**config.mk**
```make
export PLATFORM = sky130hd
export DESIGN_NAME = mem_port_arbiter
export DESIGN_NICKNAME = d
export VERILOG_FILES = /design/src/rtl/mem_port_arbiter.sv
export SDC_FILE = /design/constraint.sdc
export NUM_CORES = 1
export LEC_CHECK = 0
export ABC_AREA = 1
export CORE_ASPECT_RATIO = 0.8
export CORE_MARGIN = 3
export CORE_UTILIZATION = 50
export CTS_CLUSTER_SIZE = 25
export DETAILED_ROUTE_END_ITERATION = 10
export PLACE_DENSITY = 0.84
export SLEW_MARGIN = 10
export SYNTH_ARGS = -nofsm -noshare
export SYNTH_HDL_FRONTEND = slang
export SYNTH_SLANG_ARGS = --single-unit
export TNS_END_PERCENT = 100
```
**constraint.sdc**
```tcl
create_clock -name clk -period 3 [get_ports clk]
set_input_delay 0.6 -clock clk [delete_from_list [all_inputs] [get_ports clk]]
set_output_delay 0.6 -clock clk [all_outputs]
set_load 0.01 [all_outputs]
```
**src/rtl/mem_port_arbiter.sv**
```systemverilog
// Serializes the two memory-stage lanes onto one dcache port, lane 0 first, and returns both load results together.
// Optional store-to-load forwarding from lane 0 to lane 1 is enabled by defining MEM_ARB_ST_LD_FWD_EN.
module mem_port_arbiter #(
  parameter int ADDR_W = 32,
  parameter int DATA_W = 32,
  parameter int TYPE_W = 3
) (
  input  logic                  clk,
  input  logic                  rst_n,
  input  logic                  in_valid,
  input  logic [1:0]            req_rd,
  input  logic [1:0]            req_wr,
  input  logic [2*TYPE_W-1:0]   req_type,
  input  logic [2*ADDR_W-1:0]   req_addr,
  input  logic [2*DATA_W-1:0]   req_wdata,
  output logic                  stall,
  output logic                  out_valid,
  output logic [2*DATA_W-1:0]   out_rdata,
  output logic                  dc_req,
  output logic                  dc_we,
  output logic [TYPE_W-1:0]     dc_type,
  output logic [ADDR_W-1:0]     dc_addr,
  output logic [DATA_W-1:0]     dc_wdata,
  input  logic                  dc_ack,
  input  logic [DATA_W-1:0]     dc_rdata
);

  typedef enum logic [1:0] {IDLE, ISSUE0, ISSUE1, DONE} state_t;

  localparam logic [TYPE_W-1:0] TYPE_WORD = TYPE_W'(2);

  state_t state, next_state;

  logic [1:0]          b_rd, b_wr;
  logic [2*TYPE_W-1:0] b_type;
  logic [2*ADDR_W-1:0] b_addr;
  logic [2*DATA_W-1:0] b_wdata;
  logic [DATA_W-1:0]   res0, res1, res0_n, res1_n;
  logic [1:0]          need_in, need_b;
  logic                accept, fwd;

  assign need_in = req_rd | req_wr;
  assign need_b  = b_rd | b_wr;
  assign accept  = ((state == IDLE) || (state == DONE)) && in_valid;

`ifdef MEM_ARB_ST_LD_FWD_EN
  // Lane 1 word load hitting lane 0's word store takes the store data directly.
  assign fwd = b_wr[0] && (b_type[TYPE_W-1:0] == TYPE_WORD) &&
               b_rd[1] && !b_wr[1] && (b_type[2*TYPE_W-1:TYPE_W] == TYPE_WORD) &&
               (b_addr[ADDR_W-1:2] == b_addr[2*ADDR_W-1:ADDR_W+2]);
`else
  assign fwd = 1'b0;
`endif

  always_comb begin
    next_state = state;
    res0_n     = res0;
    res1_n     = res1;
    stall      = 1'b0;
    out_valid  = 1'b0;
    dc_req     = 1'b0;
    dc_we      = 1'b0;
    dc_type    = '0;
    dc_addr    = '0;
    dc_wdata   = '0;
    case (state)
      IDLE, DONE: begin
        out_valid = (state == DONE);
        if (in_valid) begin
          res0_n = '0;
          res1_n = '0;
          if (need_in[0])      next_state = ISSUE0;
          else if (need_in[1]) next_state = ISSUE1;
          else                 next_state = DONE;
        end else begin
          next_state = IDLE;
        end
      end
      ISSUE0: begin
        stall    = 1'b1;
        dc_req   = 1'b1;
        dc_we    = b_wr[0];
        dc_type  = b_type[TYPE_W-1:0];
        dc_addr  = b_addr[ADDR_W-1:0];
        dc_wdata = b_wdata[DATA_W-1:0];
        if (dc_ack) begin
          // A lane with both enables set is treated as a store and reports 0.
          if (b_rd[0] && !b_wr[0]) res0_n = dc_rdata;
          if (fwd) begin
            res1_n     = b_wdata[DATA_W-1:0];
            next_state = DONE;
          end else if (need_b[1]) begin
            next_state = ISSUE1;
          end else begin
            next_state = DONE;
          end
        end
      end
      ISSUE1: begin
        stall    = 1'b1;
        dc_req   = 1'b1;
        dc_we    = b_wr[1];
        dc_type  = b_type[2*TYPE_W-1:TYPE_W];
        dc_addr  = b_addr[2*ADDR_W-1:ADDR_W];
        dc_wdata = b_wdata[2*DATA_W-1:DATA_W];
        if (dc_ack) begin
          if (b_rd[1] && !b_wr[1]) res1_n = dc_rdata;
          next_state = DONE;
        end
      end
      default: next_state = IDLE;
    endcase
  end

  always_ff @(posedge clk or negedge rst_n) begin
    if (!rst_n) begin
      state     <= IDLE;
      b_rd      <= '0;
      b_wr      <= '0;
      b_type    <= '0;
      b_addr    <= '0;
      b_wdata   <= '0;
      res0      <= '0;
      res1      <= '0;
      out_rdata <= '0;
    end else begin
      state <= next_state;
      res0  <= res0_n;
      res1  <= res1_n;
      if (accept) begin
        b_rd    <= req_rd;
        b_wr    <= req_wr;
        b_type  <= req_type;
        b_addr  <= req_addr;
        b_wdata <= req_wdata;
      end
      // Results become visible on entry to DONE and hold until the next DONE.
      if (next_state == DONE) out_rdata <= {res1_n, res0_n};
    end
  end

endmodule
```
# After elaboration in Yosys (flattened, before gate mapping)
# Cells that the tools add are included.
[totals]
ff_bits = 268
input_bits = 174
output_inout_bits = 135
[op_classes]
muxes = 21
reduce_logical = 9
n_eq_ne = 4
bitwise = 2
[ops]
columns = ["cell", "count"]
rows = [
  ["$mux W32", 6],
  ["$pmux W32 S2", 3],
  ["$pmux W32 S3", 1],
  ["$mux W2", 4],
  ["$eq A2 B2 Y1 const B", 3],
  ["$pmux W2 S3", 1],
  ["$pmux W3 S2", 1],
  ["$mux W1", 4],
  ["$or A2 B2 Y2", 2],
  ["$reduce_or A2 Y1", 2],
  ["$logic_and A1 B1 Y1", 3],
  ["$eq A2 B1 Y1 const B", 1],
  ["$logic_not A1 Y1", 2],
  ["$logic_not A2 Y1", 1],
  ["$pmux W1 S2", 1],
  ["$logic_or A1 B1 Y1", 1],
]

# Depth between registers and ports, before layout
[depth]
ltp_word = 6
mapped_depth = 12
depth_no_buf = 10

# Least setup slack after synthesis
# OpenSTA, ideal clock, no wires.
[synth_timing]
path_type = "register -> output"
start = "register state[0]"
end = "output dc_addr[11]"
stages_incl_launch_ff = 8
required_time_ns = 2.400
arrival_ns = 1.548
path_slack_ns = 0.852
n_path_buf = 3
path_cell_list = "dfrtp_1 > inv_1 > ha_1 > buf_2 > buf_2 > clkbuf_1 > nand2_1 > a21oi_1"
[synth_between]
elab_chain_cells = 2
[synth_lines]
columns = ["item", "line_no", "text"]
rows = [
  ["start: declaration", "32", "state_t state, next_state;"],
  ["start signal: assignment", "127", "state <= next_state;"],
  ["$eq A2 B2 Y1 or $eq A2 B1 Y1 (tied branches)", "66", "case (state)"],
  ["$pmux W32 S2 *", "66", ""],
  ["end: declaration", "22", "output logic [ADDR_W-1:0] dc_addr,"],
]
# Mark *: on every way between the ends. The rest lies on a longest branch, timed or not.

# Final worst setup path
[layout_timing]
start = "register state[1]"
end = "output dc_addr[25]"
# The elaborated chain is that of the path after synthesis.

==> impl_results.md <==
* Initial antenna violation count at 3
* Mean area per synthesized cell at approximately 9 sq um
* WP data required at about 2.4 ns
* Maximum vdd drop at about 0.6 mV
* Post-synthesis register bit count at 268
* Mapped Cells at between 1000 and 1500
* Layout area overhead at 37.4%
* CP max stage cell: clkdlybuf4s50_1
* Most frequent cells in the layout: nand2_1, clkdlybuf4s50_1, dfrtp_1, mux2_2, a21oi_1
* Unique masters post-synth at 21
* Initial Util at between 50% and 60%
* H-tree depth at 1
* RSZ-0062 raised after global routing: yes
* Vias at about 10000
* Crit-path max cell delay at between 0.5 and 0.6 ns
* Sequential share of the synthesized area at 55.7%
* Synth area leaders: dfrtp_1, nand2_1, mux2_2
* Vias per cell at between 5 and 6
* Yosys top cell by area: dfrtp_1
* Drt pass-1 iters at 7
* Clock Latency Late Sink at 0.53 ns
* DRC viols at 0
* Most common cell after layout, fill and taps aside: nand2_1
* Worst R2R Setup Slack at around 0.48 ns
* Final HPWL DP at between 20000 and 25000 um
* Relative slew slack at 46.3%
* First-pass GRT wire length at approximately 55000 um
* CP bufs+invs at 3
* Pwr dens at between 900 and 1000 mW/mm^2
* CP Class: reg2out
* Post-Synthesis Cell Area at 0.0120 sq mm
* HP Class: in2async
* Initial drt markers at about 800
* Clock skew at between 0.01 and 0.015 ns
* Overflow left after global routing at 0
* All-Layer GR Usage at a little over a quarter
* Total CTS buffers at 27
* Synth warn at 0
* Post-synth top area share at between 50% and 60%
* Fin util at between 70% and 80%
* F_max at around 340 MHz
* Lkg Pwr at between 8 and 9 nW
* Worst-path cell chain: inv_1 > ha_4 > buf_4 > nand2_1 > a21oi_1 > clkdlybuf4s50_1
* Max FO, Critical Path at 10
* Clock Path Buffers at 3
* Fin. max-slew vios at 0
* FF-to-FF Start: state[1]
* CTS root buf: clkbuf_16
* Reg2reg end: out_rdata[16]
* Die ar. at between 0.02 and 0.03 sq mm
* FF-to-FF path depth at 13
* Average wire per standard cell at around 18 um
* I/O pin count at 309
* Hold_buf cts at 0
* Die H at ~140 um
* Synthesized Nets at between 1500 and 2000
* Layout fillers at ~1700
* GPL Wtd Cong at 0.808
* Reg clk slew, reported paths at 0.06 ns
* Final period demand of the worst path at roughly 2.9 ns
* WL final at between 30000 and 40000 um
* Rows at 50
* Setup ws final at roughly 0.058 ns
* Worst Setup End Kind: output pin
* Final setup vio count at 0
* Hold Vio Cnt, Final at 0
* Layout cells sized above 1 at 13.2%
* Dpl ws at between 0.3 and 0.4 ns
* Post-DRT Antenna Nets at 0
* Status: complete, no violations
* CTS tree: built
* Die width at about 180 um
* Critical Path AT at roughly 2.3 ns
* Pin count of the biggest net entering global routing at roughly 120
* Core area at approximately 0.024 sq mm
* Max-Cap Viols at 0
* Top Family by Delay on Critical Path: buffers and inverters
* # nets final at around 1800
* Vias in the first global route at 10500
* Final period utilization at between 90% and 100%
* Worst slew pin tran at slightly above 0.8 ns
* CP Launch Type: flip-flop
* CTS sink cnt at around 270
* Port bufs at 308
## cells in the mapped netlist
cell type / instances
buf_4: 11
nor2_1: 7
nor3b_2: 1
a21oi_1: 71
clkinv_2: 1
nand3_1: 34
buf_6: 1
buf_1: 5
ha_1: 4
o21ai_0: 3
nor2_2: 3
mux2_2: 134
nand2_1: 661
nand2_4: 1
nand2_2: 1
buf_2: 45
inv_1: 70
dfrtp_1: 268
inv_2: 1
nand3b_1: 1
clkbuf_1: 15
## cell type report
cell class	instances	area, sq um	area share [%]
Tap cell	312	390	2.36
Multi-Input combinational cell	921	4700	28.4
Clock inverter	6	108	0.651
Antenna cell	3	7.51	0.0454
Sequential cell	268	6710	40.6
Clock buffer	41	798	4.83
Timing Repair Buffer	340	3550	21.5
Inverter	72	272	1.64
## cells by family after synthesis
family / after synthesis / synth area share [%]
AND/OR/NAND/NOR: 709 / 22.7
flip-flops: 268 / 55.7
buffers and inverters: 149 / 5.53
multiplexers: 134 / 12.5
AO/OA/AOI/OAI: 74 / 3.08
adder cells (fa/ha/maj): 4 / 0.416
## state kept, by name, indices dropped and copies added (netlist names)
register	flops
state	2
b_type	6
res1	32
b_wdata	64
out_rdata	64
b_wr	2
res0	32
b_addr	64
b_rd	2
## layer usage
| metal | routed length, um | part of all wire (%) | up-vias | global-route usage [%] |
|---|---|---|---|---|
| met3 | 3020 | 8.7 | 54 | 7.17 |
| met5 | 0 | 0 | - | 0 |
| met4 | 746 | 2.2 | 0 | 6.22 |
| met2 | 17200 | 50 | 408 | 45.3 |
| met1 | 13700 | 39 | 5029 | 32.9 |
| li1 | - | - | 4758 | - |
## worst reg2reg max path, stage by stage, from the launching register on
cell,delay (ns)
dfrtp_2,0.45
inv_1,0.10
ha_4,0.26
buf_12,0.18
buf_4,0.38
nand3_1,0.14
nand2_1,0.07
nand2_1,0.04
nand2_1,0.09
nand2_2,0.07
clkinv_2,0.20
buf_12,0.28
nand2_1,0.12
nand2_1,0.08
## worst max path at each step
stage,endpoint,from,cells after the start
floorplan,dc_addr[11],state[0],7
global placement,dc_wdata[3],state[1],6
detailed placement,dc_wdata[3],state[1],6
CTS,dc_wdata[29],state[1],6
global route,dc_wdata[12],state[1],6
finish,dc_addr[25],state[1],6
## where the power goes
part	internal, mW	leakage (nW)	switching (mW)	total, mW
logic	3.24	4.53	3.50	6.74
registers	4.95	3.42	0.727	5.68
clock network	2.08	0.442	1.38	3.46
total	10.3	8.39	5.61	15.9
## timing repair
| item | in CTS | in global routing |
|---|---|---|
| buffers inserted | 6 | 0 |
| resized for setup | 6 | 31 |
| pin swaps | 1 | 0 |
| endpoints found under the setup margin | 70 | 51 |
## metrics by stage
| stage | area [sq um] | hold slack (ns) | TNS (ns) | cells | total power [mW] |
|---|---|---|---|---|---|
| after floorplan | 12000 | 0.304 | 0 | 1338 | 9.45 |
| after global placement | 15500 | 0.457 | 0 | 1907 | 12.1 |
| after detailed placement | 15500 | 0.461 | 0 | 1907 | 12.4 |
| after CTS | 16400 | 0.122 | 0 | 1960 | 16.0 |
| after global routing | 16500 | 0.126 | -0.0643 | 1963 | 16.8 |
| final | 16500 | 0.0779 | 0 | 1963 | 15.9 |
Power figures use the tool's default switching activity.
